$ cat config.mk
export PLATFORM = sky130hd
export DESIGN_NAME = onehot_serial_encoder
export DESIGN_NICKNAME = d
export VERILOG_FILES = /design/src/rtl/onehot_serial_encoder.sv
export SDC_FILE = /design/constraint.sdc
export NUM_CORES = 1
export LEC_CHECK = 0
export ABC_AREA = 0
export CORE_MARGIN = 1
export CORE_UTILIZATION = 25
export CTS_CLUSTER_DIAMETER = 120
export DETAILED_ROUTE_END_ITERATION = 8
export PLACE_DENSITY = 0.51
export REMOVE_ABC_BUFFERS = 1
export SLEW_MARGIN = 20
export SYNTH_ARGS = -nofsm -noshare
export SYNTH_HDL_FRONTEND = slang
export SYNTH_SLANG_ARGS = --single-unit
$ cat constraint.sdc
create_clock -name clk -period 2 [get_ports clk]
set_input_delay 0.4 -clock clk [delete_from_list [all_inputs] [get_ports clk]]
set_output_delay 0.4 -clock clk [all_outputs]
set_load 0.01 [all_outputs]
$ cat src/rtl/onehot_serial_encoder.sv
// Serial multi-hot to binary encoder: accepts a request vector and streams the
// index of every set bit, lowest first, over a valid/ready output.
module onehot_serial_encoder #(
  parameter  int N = 8,
  localparam int W = $clog2(N)
) (
  input  logic         clk,
  input  logic         rst_n,
  input  logic         req_valid,
  output logic         req_ready,
  input  logic [N-1:0] req_vec,
  input  logic         flush,
  output logic         idx_valid,
  input  logic         idx_ready,
  output logic [W-1:0] idx,
  output logic         idx_last,
  output logic         zero_seen,
  output logic [W:0]   bit_count
);

  // state | meaning
  // IDLE  | ready for a new vector, no index beat pending
  // DRAIN | emitting indices of the bits still set in pending_q
  typedef enum logic {IDLE, DRAIN} state_t;

  state_t       state_q, state_d;
  logic [N-1:0] pending_q, pending_d;
  logic [W:0]   bit_count_q, bit_count_d;
  logic         zero_seen_q, zero_seen_d;

  logic [W-1:0] low_idx;
  logic [W:0]   req_pop;
  logic         single_bit;

  // Priority scan from the top so the lowest set bit wins.
  always_comb begin
    low_idx = '0;
    for (int i = N - 1; i >= 0; i--) begin
      if (pending_q[i]) low_idx = W'(i);
    end
  end

  always_comb begin
    req_pop = '0;
    for (int i = 0; i < N; i++) begin
      req_pop = req_pop + (W+1)'(req_vec[i]);
    end
  end

  assign single_bit = (pending_q != '0) && ((pending_q & (pending_q - N'(1))) == '0);

  always_comb begin
    state_d     = state_q;
    pending_d   = pending_q;
    bit_count_d = bit_count_q;
    zero_seen_d = 1'b0;
    case (state_q)
      IDLE: begin
        if (req_valid && !flush) begin
          if (req_vec != '0) begin
            pending_d   = req_vec;
            bit_count_d = req_pop;
            state_d     = DRAIN;
          end else begin
            bit_count_d = '0;
            zero_seen_d = 1'b1;
          end
        end
      end
      DRAIN: begin
        if (flush) begin
          pending_d = '0;
          state_d   = IDLE;
        end else if (idx_ready) begin
          pending_d = pending_q & (pending_q - N'(1));
          if (single_bit) state_d = IDLE;
        end
      end
      default: begin
        pending_d = '0;
        state_d   = IDLE;
      end
    endcase
  end

  always_ff @(posedge clk or negedge rst_n) begin
    if (!rst_n) begin
      state_q     <= IDLE;
      pending_q   <= '0;
      bit_count_q <= '0;
      zero_seen_q <= 1'b0;
    end else begin
      state_q     <= state_d;
      pending_q   <= pending_d;
      bit_count_q <= bit_count_d;
      zero_seen_q <= zero_seen_d;
    end
  end

  assign req_ready = (state_q == IDLE);
  assign idx_valid = (state_q == DRAIN);
  assign idx       = low_idx;
  assign idx_last  = (state_q == DRAIN) && single_bit;
  assign zero_seen = zero_seen_q;
  assign bit_count = bit_count_q;

endmodule

==> run summary <==
Routed len/inst - 13.6 um
Final Cycle Share - 138%
Synth Instances - 99
Start point of the critical path - req_vec[0]
Mapped cell area - 1010 um2
Nets - 179
CP Capture Type - flop
DRC violations left - 0
Max-cap violations - 0
Status - finished, violations left
Skew final - 2.34 ps
DR vias/cell - 4.75
Post-Synth Adder-Cell Area - 13.9%
Reg-to-reg startpoint - pending_q[2]
Io pins - 24
Cell Count, Final, Fillers Out - 205
GRT Total Usage - 14.8%
Critical Path End - bit_count[2]
Cells after DPL - 196
Yosys warning count - 0
Num Clock Sinks - 14
Inserted Diodes - 0
CTS Buffer Depth - 2
CTS Buf Count - 3
P&R area growth vs syn - 63.4%
Synth cell types - 37
Final Critical Period - 2750 ps
Largest net degree at the start of global routing - 15
Post-synth top area share - 34.7%
Slew @ Worst Pin - 820 ps
Setup ws final - -752 ps
Detailed Routing Iterations Pass 1 - 4
Worst relative slew slack - 45.2%
Clock latency at the later pin of the worst-skew pair - 240 ps
Reg2reg setup slack - 110 ps
H-tree Lvls - 1
Violated checks - setup timing
Initial antenna violation count - 0
CP startpoint kind - input port
Worst r2r path cells - 9
Share of layout cells above drive strength 1 - 42.0%
Fin area - 1650 um2
Vias in the first global route - 1022
Peak supply drop - 0.820 mV
Effective utilization at floorplan - 26.8%
Commonest non-fill, non-tap cell in the layout - buf_4
Grt ovf - 0
Die Ht - 65.6 um
DRT iter0 DRCs - 24
Area after DPL - 1500 um2
Crit path max fanout - 2
WL final - 2800 um
DR vias - 973
Total power after layout - 0.00231 W
EDFF count, synth - 0
Core Region - 3770 um2
Number of max-slew violations in the final report - 0
Worst min path class - input port to async pin
P_leak - 0.807 nW
RSZ-0062 raised after global routing - yes
Crit Path Class - input port to flop
Pwr Density - 1400 nW/um2
Post-synthesis compound-gate area fraction - 24.8%
Clock transition at the registers of the reported paths - 60 ps
Multiplexer share of the synthesized area - 0%
Xor and xnor fraction of the mapped netlist area - 1.73%
Worst path required time - 2130 ps
Yosys reg bits - 14
Max Clk Rate - 0.363 GHz
Final Hold Viols - 0
# rows - 22
First-pass GRT wire length - 4860 um
Routed Antenna Nets - 0
Most frequent cells in the layout - 34 x buf_4, 16 x clkdlybuf4s50_1, 12 x dfrtp_1
# port buffers - 23
CTS root buf - clkbuf_8
Main combinational cell family by area after synthesis - compound AO/OA/AOI/OAI gates
Top_reg_cell synth - dfrtp_1
RD Place Congestion - 0.815
Synth async-reset ratio - 100%
Post-synthesis simple-gate area fraction - 17.1%
Synth area leader - dfrtp_1
TNS Setup - -2790 ps
Final setup vio count - 5
Syn Area/Cell - 10.2 um2
Worst R2R End - idx_valid
Area contributors post-synth - dfrtp_1 35%, fa_1 7.9%, a221o_1 5.9%, ha_1 5.0%, inv_1 4.8%
Hold buffers post-CTS - 0
Seq/Total Area, Yosys - 34.7%
Final HPWL DP - 2170 um
Die X - 65.6 um
Die area - 4300 um2
Critical path arrival - 2890 ps
CTS tree - yes
[critical path: stages]
cell,delay [ps]
buf_8,100
fa_1,540
inv_2,40
fa_1,450
fa_1,500
inv_2,40
ha_4,150
fa_2,330
xor2_1,140
a22o_1,190
[Yosys cell counts, types with 3 or more instances]
library cell	instances
nor3_1	4
fa_1	4
nor4_1	3
inv_1	13
clkbuf_1	3
a221o_1	6
a22o_1	4
ha_1	4
nor2_1	9
a21oi_1	4
dfrtp_1	14
[through the flow]
step / worst slack [ps] / hold WS [ps] / util, %
finish: -752 / 463 / 43.8
global route: -833 / 493 / 43.8
CTS: -833 / 478 / 42.9
detailed placement: -1480 / 500 / 39.8
global placement: -1410 / 480 / 39.8
floorplan: -923 / 104 / -
[report_power, final]
| group | switching (W) | internal [W] | total (W) |
|---|---|---|---|
| sequential | 0.000119 | 0.000399 | 0.000519 |
| combinational | 0.000662 | 0.000847 | 0.00151 |
| clock | 0.000108 | 0.000174 | 0.000282 |
[state kept, by name (all words and copies together) (netlist names)]
| register | flops |
|---|---|
| zero_seen | 1 |
| bit_count | 4 |
| idx_valid | 1 |
| pending_q | 8 |
[how the worst min path moves through the flow]
stage | startpoint | cells past startpoint | slack [ps] | end
2_1_floorplan | rst_n | 0 | 100 | bit_count[0]
3_3_place_gp | bit_count[3] | 1 | 480 | bit_count[3]
3_5_place_dp | bit_count[3] | 1 | 500 | bit_count[3]
4_1_cts | rst_n | 2 | 480 | bit_count[3]
5_1_grt | rst_n | 2 | 490 | pending_q[2]
6_report | rst_n | 2 | 460 | bit_count[3]
[metal layers]
| layer | wire [um] | vias to the layer above | share of wire, % | track usage, % |
|---|---|---|---|---|
| met4 | 0 | 0 | 0 | 2.45 |
| met5 | 0 | - | 0 | 0 |
| met3 | 112 | 0 | 4.0 | 2.43 |
| li1 | - | 480 | - | - |
| met1 | 1340 | 465 | 48 | 20.5 |
| met2 | 1340 | 28 | 48 | 24.2 |
[logic make-up (layout without fill, tap and decap cells)]
logic type | count (synthesis) | count (layout)
adders and majority gates | 9 | 9
buffers and inverters | 18 | 76
and+or+nand+nor | 30 | 30
AOI/OAI and AO/OA | 26 | 26
DFF | 14 | 14
xor gates and xnor gates | 2 | 2
[what timing repair did]
action,in CTS,in global routing
pin swaps,14,11
resized for setup,36,13
setup endpoints to repair,8,8
setup buffers,4,1
[cell type report]
class	instances	area, um2
Fill cell	360	2120
Tap cell	48	60.1
Clock buffer	4	55.1
Timing Repair Buffer	59	489
Inverter	13	48.8
Multi-Input combinational cell	67	644
Sequential cell	14	353
Note: power is estimated with default switching activity, not from simulation.
